**src/rtl/lab2_proc_imm_encoder.sv**
```systemverilog
// Immediate encoder: packs a 32-bit immediate into a RISC-V instruction template
// and returns it through a 2-entry in-order val/rdy queue, flagging unrepresentable values.
// Optional range checking is compiled in with `define LAB2_PROC_IMM_ENC_RANGE_CHECK_EN.
module lab2_proc_imm_encoder (
    input  logic        clk,
    input  logic        reset,
    input  logic        req_val,
    output logic        req_rdy,
    input  logic [2:0]  req_imm_type,
    input  logic [31:0] req_inst,
    input  logic [31:0] req_imm,
    output logic        resp_val,
    input  logic        resp_rdy,
    output logic [31:0] resp_inst,
    output logic        resp_err,
    output logic [7:0]  err_count
);

    typedef enum logic [2:0] {
        IMM_I     = 3'd0,
        IMM_S     = 3'd1,
        IMM_B     = 3'd2,
        IMM_U     = 3'd3,
        IMM_J     = 3'd4,
        IMM_SHAMT = 3'd5,
        IMM_BAD6  = 3'd6,
        IMM_BAD7  = 3'd7
    } imm_type_e;

    imm_type_e   w_type;
    logic [31:0] w_enc_inst;
    logic        w_type_err;
    logic        w_range_err;
    logic        w_enc_err;
    logic        w_enq;
    logic        w_deq;
    logic        w_full;
    logic        w_empty;

    logic [31:0] r_mem_inst [2];
    logic        r_mem_err  [2];
    logic        r_wr_ptr;
    logic        r_rd_ptr;
    logic [1:0]  r_count;
    logic [7:0]  r_err_count;

    assign w_type = imm_type_e'(req_imm_type);

    // Bit placement: every field not written below is copied from the template.
    always_comb begin
        // NOTE: defaults first so every path assigns every output; otherwise a latch is inferred.
        w_enc_inst = req_inst;
        w_type_err = 1'b0;
        case (w_type)
            IMM_I: begin
                w_enc_inst[31:20] = req_imm[11:0];
            end
            IMM_S: begin
                w_enc_inst[31:25] = req_imm[11:5];
                w_enc_inst[11:7]  = req_imm[4:0];
            end
            IMM_B: begin
                w_enc_inst[31]    = req_imm[12];
                w_enc_inst[30:25] = req_imm[10:5];
                w_enc_inst[11:8]  = req_imm[4:1];
                w_enc_inst[7]     = req_imm[11];
            end
            IMM_U: begin
                w_enc_inst[31:12] = req_imm[31:12];
            end
            IMM_J: begin
                w_enc_inst[31]    = req_imm[20];
                w_enc_inst[30:21] = req_imm[10:1];
                w_enc_inst[20]    = req_imm[11];
                w_enc_inst[19:12] = req_imm[19:12];
            end
            IMM_SHAMT: begin
                w_enc_inst[24:20] = req_imm[4:0];
            end
            default: begin
                w_type_err = 1'b1;
            end
        endcase
    end

`ifdef LAB2_PROC_IMM_ENC_RANGE_CHECK_EN
    // A value fits an N-bit signed field when all bits above the field's sign bit match it.
    always_comb begin
        w_range_err = 1'b0;
        case (w_type)
            IMM_I, IMM_S: begin
                w_range_err = (req_imm[31:11] != '0) && (req_imm[31:11] != '1);
            end
            IMM_B: begin
                w_range_err = ((req_imm[31:12] != '0) && (req_imm[31:12] != '1))
                              || req_imm[0];
            end
            IMM_U: begin
                w_range_err = (req_imm[11:0] != '0);
            end
            IMM_J: begin
                w_range_err = ((req_imm[31:20] != '0) && (req_imm[31:20] != '1))
                              || req_imm[0];
            end
            IMM_SHAMT: begin
                w_range_err = (req_imm[31:5] != '0);
            end
            default: begin
                w_range_err = 1'b0;
            end
        endcase
    end
`else
    assign w_range_err = 1'b0;
`endif

    assign w_enc_err = w_type_err | w_range_err;

    // Handshake: ready depends only on occupancy, never on resp_rdy.
    assign w_full   = (r_count == 2'd2);
    assign w_empty  = (r_count == 2'd0);
    assign req_rdy  = !reset && !w_full;
    assign resp_val = !w_empty;
    assign w_enq    = req_val && req_rdy;
    assign w_deq    = resp_val && resp_rdy;

    assign resp_inst = r_mem_inst[r_rd_ptr];
    assign resp_err  = r_mem_err[r_rd_ptr];
    assign err_count = r_err_count;

    always_ff @(posedge clk) begin
        if (reset) begin
            // NOTE: the two storage entries are reset because resp_inst/resp_err read them
            // directly and must show zero out of reset; a deep RAM would be left unreset.
            for (int i = 0; i < 2; i++) begin
                r_mem_inst[i] <= '0;
                r_mem_err[i]  <= 1'b0;
            end
            r_wr_ptr    <= 1'b0;
            r_rd_ptr    <= 1'b0;
            r_count     <= 2'd0;
            r_err_count <= 8'd0;
        end else begin
            // NOTE: non-blocking assignments so every register samples pre-edge values.
            if (w_enq) begin
                r_mem_inst[r_wr_ptr] <= w_enc_inst;
                r_mem_err[r_wr_ptr]  <= w_enc_err;
                r_wr_ptr             <= ~r_wr_ptr;
            end
            if (w_deq) begin
                r_rd_ptr <= ~r_rd_ptr;
            end
            case ({w_enq, w_deq})
                2'b10:   r_count <= r_count + 2'd1;
                2'b01:   r_count <= r_count - 2'd1;
                default: r_count <= r_count;
            endcase
            // Count errored responses as they leave; stick at 255.
            if (w_deq && resp_err && (r_err_count != 8'hFF)) begin
                r_err_count <= r_err_count + 8'd1;
            end
        end
    end

endmodule

```
**config.mk**
```make
export PLATFORM = sky130hd
export DESIGN_NAME = lab2_proc_imm_encoder
export DESIGN_NICKNAME = d
export VERILOG_FILES = /design/src/rtl/lab2_proc_imm_encoder.sv
export SDC_FILE = /design/constraint.sdc
export NUM_CORES = 1
export LEC_CHECK = 0
export CAP_MARGIN = 5
export CORE_UTILIZATION = 40
export CTS_CLUSTER_SIZE = 40
export DETAILED_ROUTE_END_ITERATION = 12
export PLACE_DENSITY = 0.7
export REMOVE_ABC_BUFFERS = 1
export SLEW_MARGIN = 20
export SYNTH_ARGS = -nofsm -noshare
export SYNTH_HDL_FRONTEND = slang
export SYNTH_SLANG_ARGS = --single-unit
```
**constraint.sdc**
```tcl
create_clock -name clk -period 3.73 [get_ports clk]
set_input_delay 0.746 -clock clk [delete_from_list [all_inputs] [get_ports clk]]
set_output_delay 0.746 -clock clk [all_outputs]
set_load 0.005 [all_outputs]
```
==> impl_metrics.csv, run 1 <==
group,metric,value,unit
pwr,vdd_drop_max,0.2275,mV
global_routing,grt_use_total,17.85,%
floorplan,die_area,0.01046,sq mm
timing,fmax,0.3377,GHz
setup_path,cp.required,2.98,ns
global_routing,overflow,0,
yosys,ys_ff_latch,79,
timing,finalHoldViolCount,0,
setup_path,setup.worst_path.class,"primary input to output port",
final_layout,drive_above_1_share,14.87,%
place,portBuffers,113,
route,vias,2989,
floorplan,rows,36,
job,cap_violations,0,
final_layout,layout.nets,532,
final_layout,syn2layout_area_growth,37.50,%
clock_tree,numCtsBuffers,9,
hold_path,hold_path_class,"flop to flop",
setup_path,critPathMaxFanout,14,
yosys,synth_edf_count,66,
timing,finalSetupViolCount,0,
route,viasPerCell,5.007,
final_layout,num_antenna_cells,0,
hold_path,whs_path_depth,2,
route,ant_nets,0,
timing,timing.final.ws_setup,0.7687,ns
timing,drv_slew,0,
setup_path,arrival,2.22,ns
route,drc,0,
timing,grt_setup_unrepaired,"false",
place,hpwl,6314,um
place,dpl.cell_count,581,
floorplan,io-pin-count,114,
route,wl,8847,um
global_routing,grt_pass1_wl,14150,um
floorplan,die_y,102.3,um
clock_tree,h-tree-depth,3,
clock_tree,ctsRootBufferMaster,"clkbuf_8",
yosys,avgSynthCellArea,11.60,sq um
timing,worst_pin_slew,0.6747,ns
place,post-place-ws,0.7699,ns
outcome,status,"finished clean",
setup_path,setup.worst_path.start_class,"primary input",
route,wire_per_inst,14.82,um
place,gp_congestion,0.8110,
clock_tree,clock_sinks,79,
final_layout,fin_util,56.61,%
global_routing,grt_max_degree,28,
pwr,p_leak,2.088,nW
timing,fin_crit_sh,79.39,%
route,drtIter0Drc,131,
timing,worst_hold_slack,0.5050,ns
floorplan,die_x,102.3,um
clock_tree,cts.clk_slew.worst_paths,0.07,ns
timing,skew,0.01116,ns
yosys,syn_area,0.004024,sq mm
yosys,synthFlopType,"edfxtp_1",
setup_path,end_kind,"output port",
clock_tree,tritoncts,"yes",
final_layout,finalNonFillerCells,597,
yosys,yosysSeqAreaShare,55.72,%
yosys,synth_cell_types,49,
pwr,power.density,469.7,mW/mm^2
clock_tree,ctsResizeCount,0,
clock_tree,ctsLongestPathBuffers,2,
final_layout,fillers,841,
global_routing,antenna_found_initial,0,
clock_tree,clk_latency,0.33,ns
setup_path,r2r_cells,4,
floorplan,coreArea,0.009774,sq mm
floorplan,initial_core_util,41.17,%
global_routing,grt_pass1_vias,2975,
clock_tree,ctsHoldBuffers,0,
yosys,synthCells,347,
timing,maxSlewHeadroom,54.88,%
setup_path,reg2reg_setup_slack,1.78,ns
timing,finalSetupTns,0,ns
yosys,async_flop_share,0,%
timing,period_needed,2.961,ns
yosys,synth-warning-count,0,
route,dr.pass1.iters,5,
clock_tree,post_cts_buffers,0,
-- logic make-up after synthesis --
family                     Yosys count  share of synthesized area [%]
AOI/OAI and AO/OA                   43                          7.183
xor gates and xnor gates             5                          1.089
adders and majority gates            3                         0.8706
buffers and inverters               27                          3.296
DFF                                 79                          55.72
muxes                               58                          15.73
and+or+nand+nor                    132                          16.11
-- synthesized netlist by cell type (2+ instances only) --
library cell  instances  area, sq um
a211oi_1              2        15.01
a21oi_1               6        30.03
and2_1               14        87.58
and3_1                3        18.77
buf_2                10        50.05
buf_6                 2        22.52
clkbuf_1              8        30.03
dfxtp_1              13        260.3
edfxtp_1             66         1982
ha_1                  2        25.02
inv_1                 6        22.52
mux2_1                2        22.52
mux2_2               37        416.7
mux2i_1              18        180.2
nand2_1              17        63.81
nand2b_1              2        12.51
nand3_1               3        15.01
nor2_1               65        244.0
nor2b_1              11        68.82
nor3b_1               7        52.55
o211a_1               2        20.02
o211ai_1              8        60.06
o21ai_0              14        70.07
xnor2_1               3        26.28
xor2_1                2        17.52
-- power breakdown --
part	switching, mW	leakage [nW]	internal (mW)
Combinational	0.276	1.17	0.450
Clock	0.298	0.118	0.444
Sequential	0.0761	0.797	1.06
-- critical path, stage by stage --
cell and delay [ns]:
clkdlybuf4s50_1 0.39, buf_4 0.19, inv_1 0.18, o21a_1 0.19, clkdlybuf4s50_1 0.51
-- layer usage --
layer	wire (um)	up-vias	global-route usage (%)
met5	0	-	0
met4	61	0	6.593
met3	468	4	4.036
met2	4604	87	31.96
met1	3714	1429	20.85
li1	-	1469	-
-- cell usage in the layout, fill, tap and decap left out, types with 2 or more instances in the layout --
cell             netlist  layout
and3_1                 3       3
nand2b_1               2       2
mux2_2                37      37
and2_1                14      14
o211a_1                2       2
inv_1                  6       6
a21oi_1                6       6
nand2_2                0       2
edfxtp_1              66      66
buf_4                  1       8
mux2i_1               18      18
nand3_1                3       3
o21ai_0               14      14
nor2b_1               11      11
xor2_1                 2       2
xnor2_1                3       3
mux2_1                 2       2
bufinv_16              0       3
clkbuf_8               0       9
nor3b_1                7       7
ha_1                   2       2
clkdlybuf4s50_1        0     113
nor2_1                65      65
a211oi_1               2       2
dfxtp_1               13      12
o211ai_1               8       8
nand2_1               17      15
-- layout make-up --
cell class | count | area, sq um | share of cell area [%]
multi-input combinational | 241 | 1654 | 29.90
clock buffer | 10 | 127.6 | 2.307
inverter | 6 | 22.52 | 0.4071
clock inverter | 6 | 107.6 | 1.945
tap | 133 | 166.4 | 3.008
sequential | 79 | 2243 | 40.55
timing repair buffer | 122 | 1211 | 21.89
-- state kept, by name, indices dropped and copies added, names as in the netlist, named ones only --
register,cells
err_count,8
r_count,2
r_mem_err,2
r_rd_ptr,1
r_wr_ptr,1
r_mem_inst,64
-- final timing paths --
check	endpoint	from
worst max register to register	err_count[5]$_SDFFE_PP0P_	flop
worst min register to register	r_wr_ptr$_SDFFE_PP0P_	r_wr_ptr$_SDFFE_PP0P_
worst min-delay path	r_wr_ptr$_SDFFE_PP0P_	r_wr_ptr$_SDFFE_PP0P_
worst max-delay path	req_rdy	reset
-- through the flow --
step	power (mW)	cell area, sq um
2_1_floorplan	1.470	3914
3_3_place_gp	1.874	5298
3_5_place_dp	1.887	5298
4_1_cts	2.629	5533
5_1_grt	2.739	5533
6_report	2.599	5533
Power figures use the tool's default switching activity.
==> inputs of run 2 (changes only) <==
==> constraint.sdc (replaced) <==
create_clock -name clk -period 2.9 [get_ports clk]
set_input_delay 0.58 -clock clk [delete_from_list [all_inputs] [get_ports clk]]
set_output_delay 0.58 -clock clk [all_outputs]
set_load 0.005 [all_outputs]
==> run 2 against run 1 <==
Against the previous run:
- register-to-register slack worse by 0.67 ns
- first-iteration DRC count is 35% lower
- global-route usage is 0.12 points higher
- hold slack better by 0.0045 ns
- critical endpoint is now resp_inst[4]
- clock-buffer cell count is 1 lower
- non-clock buffer count is 2 higher
- via count is 0.74% higher
- sequential power is 27% higher
- power is 30% higher
- die area stayed put
- wire length is 1.1% higher
==> impl_metrics.csv, run 2 (synthesis results as in run 1) <==
group,metric,value,unit
route,dr.pass1.iters,4,
timing,finalSetupViolCount,0,
setup_path,cp.required,2.32,ns
pwr,power.density,606.1,mW/mm^2
timing,period_needed,2.595,ns
setup_path,rr_endpoint,"r_mem_inst[0][7]$_SDFFCE_PN0P_",
setup_path,end_kind,"output port",
route,viasPerCell,5.027,
final_layout,largest_register,"r_mem_inst",
place,placed_cell_area,0.005338,sq mm
hold_path,whs_path_depth,2,
setup_path,setup.worst_path.start_class,"flop",
global_routing,grt_use_total,17.97,%
pwr,p_leak,2.104,nW
outcome,status,"finished clean",
setup_path,crit_chain,"buf_4, mux2_2, clkdlybuf4s50_1",
clock_tree,clk_latency,0.35,ns
global_routing,grt_pass1_vias,2954,
clock_tree,numCtsBuffers,9,
setup_path,reg2reg_setup_slack,1.11,ns
floorplan,io-pin-count,114,
setup_path,setup.worst_path.class,"flop to output port",
timing,timing.final.ws_setup,0.3050,ns
clock_tree,ctsLongestPathBuffers,2,
place,portBuffers,113,
global_routing,grt_pass1_wl,13940,um
global_routing,grt_max_degree,28,
timing,fin_crit_sh,89.48,%
final_layout,syn2layout_area_growth,38.49,%
setup_path,timing.rr.start,"r_count[0]$_SDFFE_PP0P_",
setup_path,critPathMaxFanout,16,
job,cap_violations,0,
timing,finalSetupTns,0,ns
timing,fmax,0.3854,GHz
timing,finalHoldViolCount,0,
timing,worst_pin_slew,0.4970,ns
final_layout,final_common_cell,"clkdlybuf4s50_1",
floorplan,initial_core_util,41.17,%
final_layout,layout_common_cells,"clkdlybuf4s50_1, edfxtp_1, nor2_1",
clock_tree,ctsRootBufferMaster,"clkbuf_8",
hold_path,worstHoldStart,"r_rd_ptr$_SDFFE_PP0P_",
clock_tree,clock_sinks,79,
clock_tree,post_cts_buffers,0,
final_layout,layout.nets,534,
clock_tree,h-tree-depth,3,
final_layout,largest_reg_flops,64,
timing,drv_slew,0,
hold_path,hold_path_class,"flop to flop",
floorplan,die_x,102.3,um
clock_tree,ctsHoldBuffers,0,
timing,worst_hold_slack,0.5095,ns
floorplan,die_area,0.01046,sq mm
place,hpwl,6459,um
setup_path,arrival,2.01,ns
place,post-place-ws,0.3634,ns
route,ant_nets,0,
setup_path,crit_slowest_cell,"dfxtp_2",
final_layout,fillers,833,
floorplan,rows,36,
final_layout,drive_above_1_share,15.45,%
clock_tree,cts.clk_slew.worst_paths,0.08,ns
final_layout,num_antenna_cells,0,
route,wl,8946,um
clock_tree,ctsResizeCount,0,
global_routing,overflow,0,
timing,skew,0.006188,ns
final_layout,stdcell_area,0.005573,sq mm
setup_path,critPathBufInv,2,
route,wire_per_inst,14.93,um
pwr,vdd_drop_max,0.2835,mV
route,vias,3011,
timing,grt_setup_unrepaired,"false",
setup_path,cpPeakStageDelay,0.63,ns
floorplan,die_y,102.3,um
route,drc,0,
route,drtIter0Drc,85,
setup_path,cp.depth,3,
global_routing,antenna_found_initial,0,
clock_tree,tritoncts,"yes",
setup_path,r2r_cells,4,
floorplan,coreArea,0.009774,sq mm
timing,maxSlewHeadroom,66.76,%
setup_path,cpLargestDelayFamily,"buffers and inverters",
place,gp_congestion,0.7805,
run 2: cell count changes in the layout (fill, tap and decap cells not counted), sizes merged:
cell / previous run / this run
inv: 7 / 6
clkinv: 2 / 3
clkinvlp: 0 / 1
clkbuf: 10 / 9
buf: 9 / 11
run 2: tightest hold or removal path, stage by stage, from the launching register on:
cell	delay, ns
dfxtp_1	0.33
xor2_1	0.08
nor2_1	0.07
run 2: worst max-delay path by stage:
| stage | startpoint | endpoint | slack (ns) |
|---|---|---|---|
| after CTS | flop | resp_inst[4] | 0.25 |
| after detailed placement | req_imm_type[1] | r_mem_inst[1][14]$_SDFFCE_PN0P_ | 0.36 |
| after global routing | flop | resp_inst[4] | 0.21 |
| final | flop | resp_inst[4] | 0.31 |
| after global placement | req_imm_type[0] | r_mem_inst[1][9]$_SDFFCE_PN0P_ | 0.38 |
| after floorplan | reset | r_mem_err[1]$_SDFFCE_PN0P_ | 0.19 |
run 2: through the flow:
stage / cells / total power, mW / utilization [%]
after detailed placement: 583 / 2.456 / 54.61
after CTS: 599 / 3.420 / 57.01
after floorplan: 326 / 1.890 / -
final: 599 / 3.378 / 57.01
after global placement: 583 / 2.444 / 54.61
after global routing: 599 / 3.532 / 57.01
run 2: per-layer routing:
metal | vias up | GRT usage (%) | part of all wire [%]
met5 | - | 0 | 0
met4 | 0 | 10.66 | 3.0
met3 | 19 | 3.352 | 5.3
met2 | 93 | 31.18 | 51
met1 | 1419 | 20.69 | 41
li1 | 1480 | - | -
run 2: power by group:
group	total [mW]	leakage (nW)	switching [mW]	internal, mW
logic	0.978	1.19	0.377	0.601
registers	1.44	0.797	0.0862	1.36
clock network	0.956	0.117	0.391	0.565
total	3.38	2.10	0.854	2.52
run 2: cell type report:
type | instances | area (sq um) | area share [%]
flip-flops and latches | 79 | 2243 | 40.26
repair buffers | 124 | 1251 | 22.45
clock inverters | 7 | 111.4 | 1.998
well taps | 133 | 166.4 | 2.986
inverters | 6 | 22.52 | 0.4041
multi-input cells | 241 | 1654 | 29.68
clock buffers | 9 | 123.9 | 2.223
==> inputs of run 3 (changes only) <==
--- a/config.mk
+++ b/config.mk
@@ -5,6 +5,7 @@
 export SDC_FILE = /design/constraint.sdc
 export NUM_CORES = 1
 export LEC_CHECK = 0
+export ABC_AREA = 1
 export CAP_MARGIN = 5
 export CORE_UTILIZATION = 40
 export CTS_CLUSTER_SIZE = 40
==> run 3 against run 2 <==
Against the previous run:
- via count increased by 17%
- flip-flop and latch count unchanged
- synthesized cell count increased by 40%
- area after synthesis increased by 1.6%
- critical endpoint is now resp_inst[7]
- largest power group unchanged
==> impl_metrics.csv, run 3 <==
group,metric,value,unit
outcome,status,"finished clean",
clock_tree,clk_latency,0.35,ns
global_routing,grt_pass1_wl,14790,um
place,hpwl,6672,um
setup_path,critPathMaxFanout,34,
yosys,synthCells,487,
pwr,p_leak,2.318,nW
global_routing,antenna_found_initial,0,
setup_path,reg2reg_setup_slack,1.19,ns
timing,maxSlewHeadroom,60.33,%
timing,fin_crit_sh,84.06,%
floorplan,rows,36,
final_layout,syn2layout_area_growth,35.30,%
route,dr.pass1.iters,4,
yosys,syn_area,0.004090,sq mm
floorplan,die_area,0.01063,sq mm
floorplan,coreArea,0.009864,sq mm
global_routing,grt_pass1_vias,3228,
route,wire_per_inst,12.97,um
floorplan,io-pin-count,114,
yosys,synth_most_common_cell,"nand2_1",
place,dpl.cell_count,722,
yosys,synthFlopType,"edfxtp_1",
final_layout,largest_register,"r_mem_inst",
yosys,synth_edf_count,66,
route,drtIter0Drc,78,
timing,worst_pin_slew,0.5941,ns
yosys,yosys-top-cells-count,"nand2_1, nor2_1, edfxtp_1",
place,portBuffers,113,
clock_tree,ctsHoldBuffers,0,
final_layout,layout.nets,673,
clock_tree,ctsRootBufferMaster,"clkbuf_8",
clock_tree,numCtsBuffers,9,
clock_tree,ctsResizeCount,0,
route,wl,9556,um
clock_tree,post_cts_buffers,0,
job,cap_violations,0,
clock_tree,cts.clk_slew.worst_paths,0.08,ns
yosys,ys_ff_latch,79,
pwr,vdd_drop_max,0.2224,mV
final_layout,num_antenna_cells,0,
setup_path,cp.required,2.32,ns
global_routing,grt_use_total,18.86,%
setup_path,end_kind,"output port",
global_routing,overflow,0,
clock_tree,clock_sinks,79,
timing,skew,0.01153,ns
clock_tree,h-tree-depth,3,
route,ant_nets,0,
clock_tree,ctsLongestPathBuffers,2,
clock_tree,tritoncts,"yes",
final_layout,finalNonFillerCells,737,
setup_path,setup.worst_path.class,"flop to output port",
pwr,power.density,512.6,mW/mm^2
yosys,async_flop_share,0,%
floorplan,die_x,103.1,um
place,gp_congestion,0.8749,
timing,finalSetupTns,0,ns
timing,period_needed,2.438,ns
yosys,synth-warning-count,0,
final_layout,layout_common_cells,"nand2_1, clkdlybuf4s50_1, nor2_1",
timing,drv_slew,0,
floorplan,initial_core_util,41.46,%
hold_path,hold_path_class,"flop to flop",
global_routing,grt_max_degree,35,
route,viasPerCell,4.787,
timing,finalHoldViolCount,0,
yosys,synth_top_area_share,48.46,%
timing,finalSetupViolCount,0,
pwr,p_total,2.837,mW
yosys,synth_cell_types,32,
floorplan,die_y,103.1,um
timing,fmax,0.4102,GHz
timing,grt_setup_unrepaired,"false",
yosys,avgSynthCellArea,8.399,sq um
route,drc,0,
setup_path,arrival,1.86,ns
yosys,ys_top_cells_by_area,"edfxtp_1, nand2_1, nor2_1",
route,vias,3528,
setup_path,setup.worst_path.start_class,"flop",
yosys,yosysSeqAreaShare,54.82,%
final_layout,final_common_cell,"nand2_1",
final_layout,largest_reg_flops,64,
final_layout,drive_above_1_share,8.940,%
final_layout,fin_util,56.10,%
yosys,synth_top_area_cell,"edfxtp_1",
[run 3: critical path, stage by stage, from the launching register on]
cell and delay, ns:
dfxtp_1 0.33, inv_2 0.44, nand2_1 0.10, nand2_1 0.12, clkdlybuf4s50_1 0.51
[run 3: cell type report]
| cell class | count | area, sq um |
|---|---|---|
| Fill cell | 914 | 4330 |
| Sequential cell | 79 | 2242 |
| Multi-Input combinational cell | 348 | 1555 |
| Timing Repair Buffer | 120 | 1209 |
| Tap cell | 133 | 166.4 |
| Inverter | 42 | 160.2 |
| Clock buffer | 10 | 127.6 |
| Clock inverter | 5 | 73.82 |
[run 3: cell families after synthesis]
| family | count (synthesis) | synth area share (%) |
|---|---|---|
| AOI/OAI and AO/OA | 52 | 7.464 |
| xor gates and xnor gates | 1 | 0.2142 |
| adders and majority gates | 2 | 0.6117 |
| buffers and inverters | 60 | 7.281 |
| DFF | 79 | 54.82 |
| and+or+nand+nor | 293 | 29.61 |
[run 3: metal layers]
layer  GRT usage [%]  vias up  share of wire, %
li1                -     1787                 -
met3           2.983       16               5.9
met5               0        -                 0
met4           8.559        0               1.9
met2           31.85      122                48
met1           23.87     1603                44
[run 3: worst paths after layout]
kind / from / to / cells past startpoint
worst max register to register: r_count[0]$_SDFFE_PP0P_ / r_mem_inst[1][31]$_SDFFCE_PN0P_ / 7
worst min-delay path: r_rd_ptr$_SDFFE_PP0P_ / r_rd_ptr$_SDFFE_PP0P_ / 1
worst max-delay path: flop / resp_inst[7] / 4
worst min register to register: r_rd_ptr$_SDFFE_PP0P_ / r_rd_ptr$_SDFFE_PP0P_ / 1
[run 3: where the power goes]
| part | leakage, nW | internal (mW) | switching [mW] | total [mW] |
|---|---|---|---|---|
| Sequential | 0.796 | 1.32 | 0.0304 | 1.35 |
| Combinational | 1.42 | 0.319 | 0.317 | 0.636 |
| Clock | 0.104 | 0.475 | 0.374 | 0.848 |
[run 3: through the flow]
stage / setup WS (ns) / instance area (sq um) / hold slack, ns
after floorplan: 0.5449 / 3953 / 0.4255
after global placement: 0.5101 / 5333 / 0.4342
after detailed placement: 0.4550 / 5333 / 0.4535
after CTS: 0.3932 / 5534 / 0.4647
after global routing: 0.3030 / 5534 / 0.5015
final: 0.4623 / 5534 / 0.4601
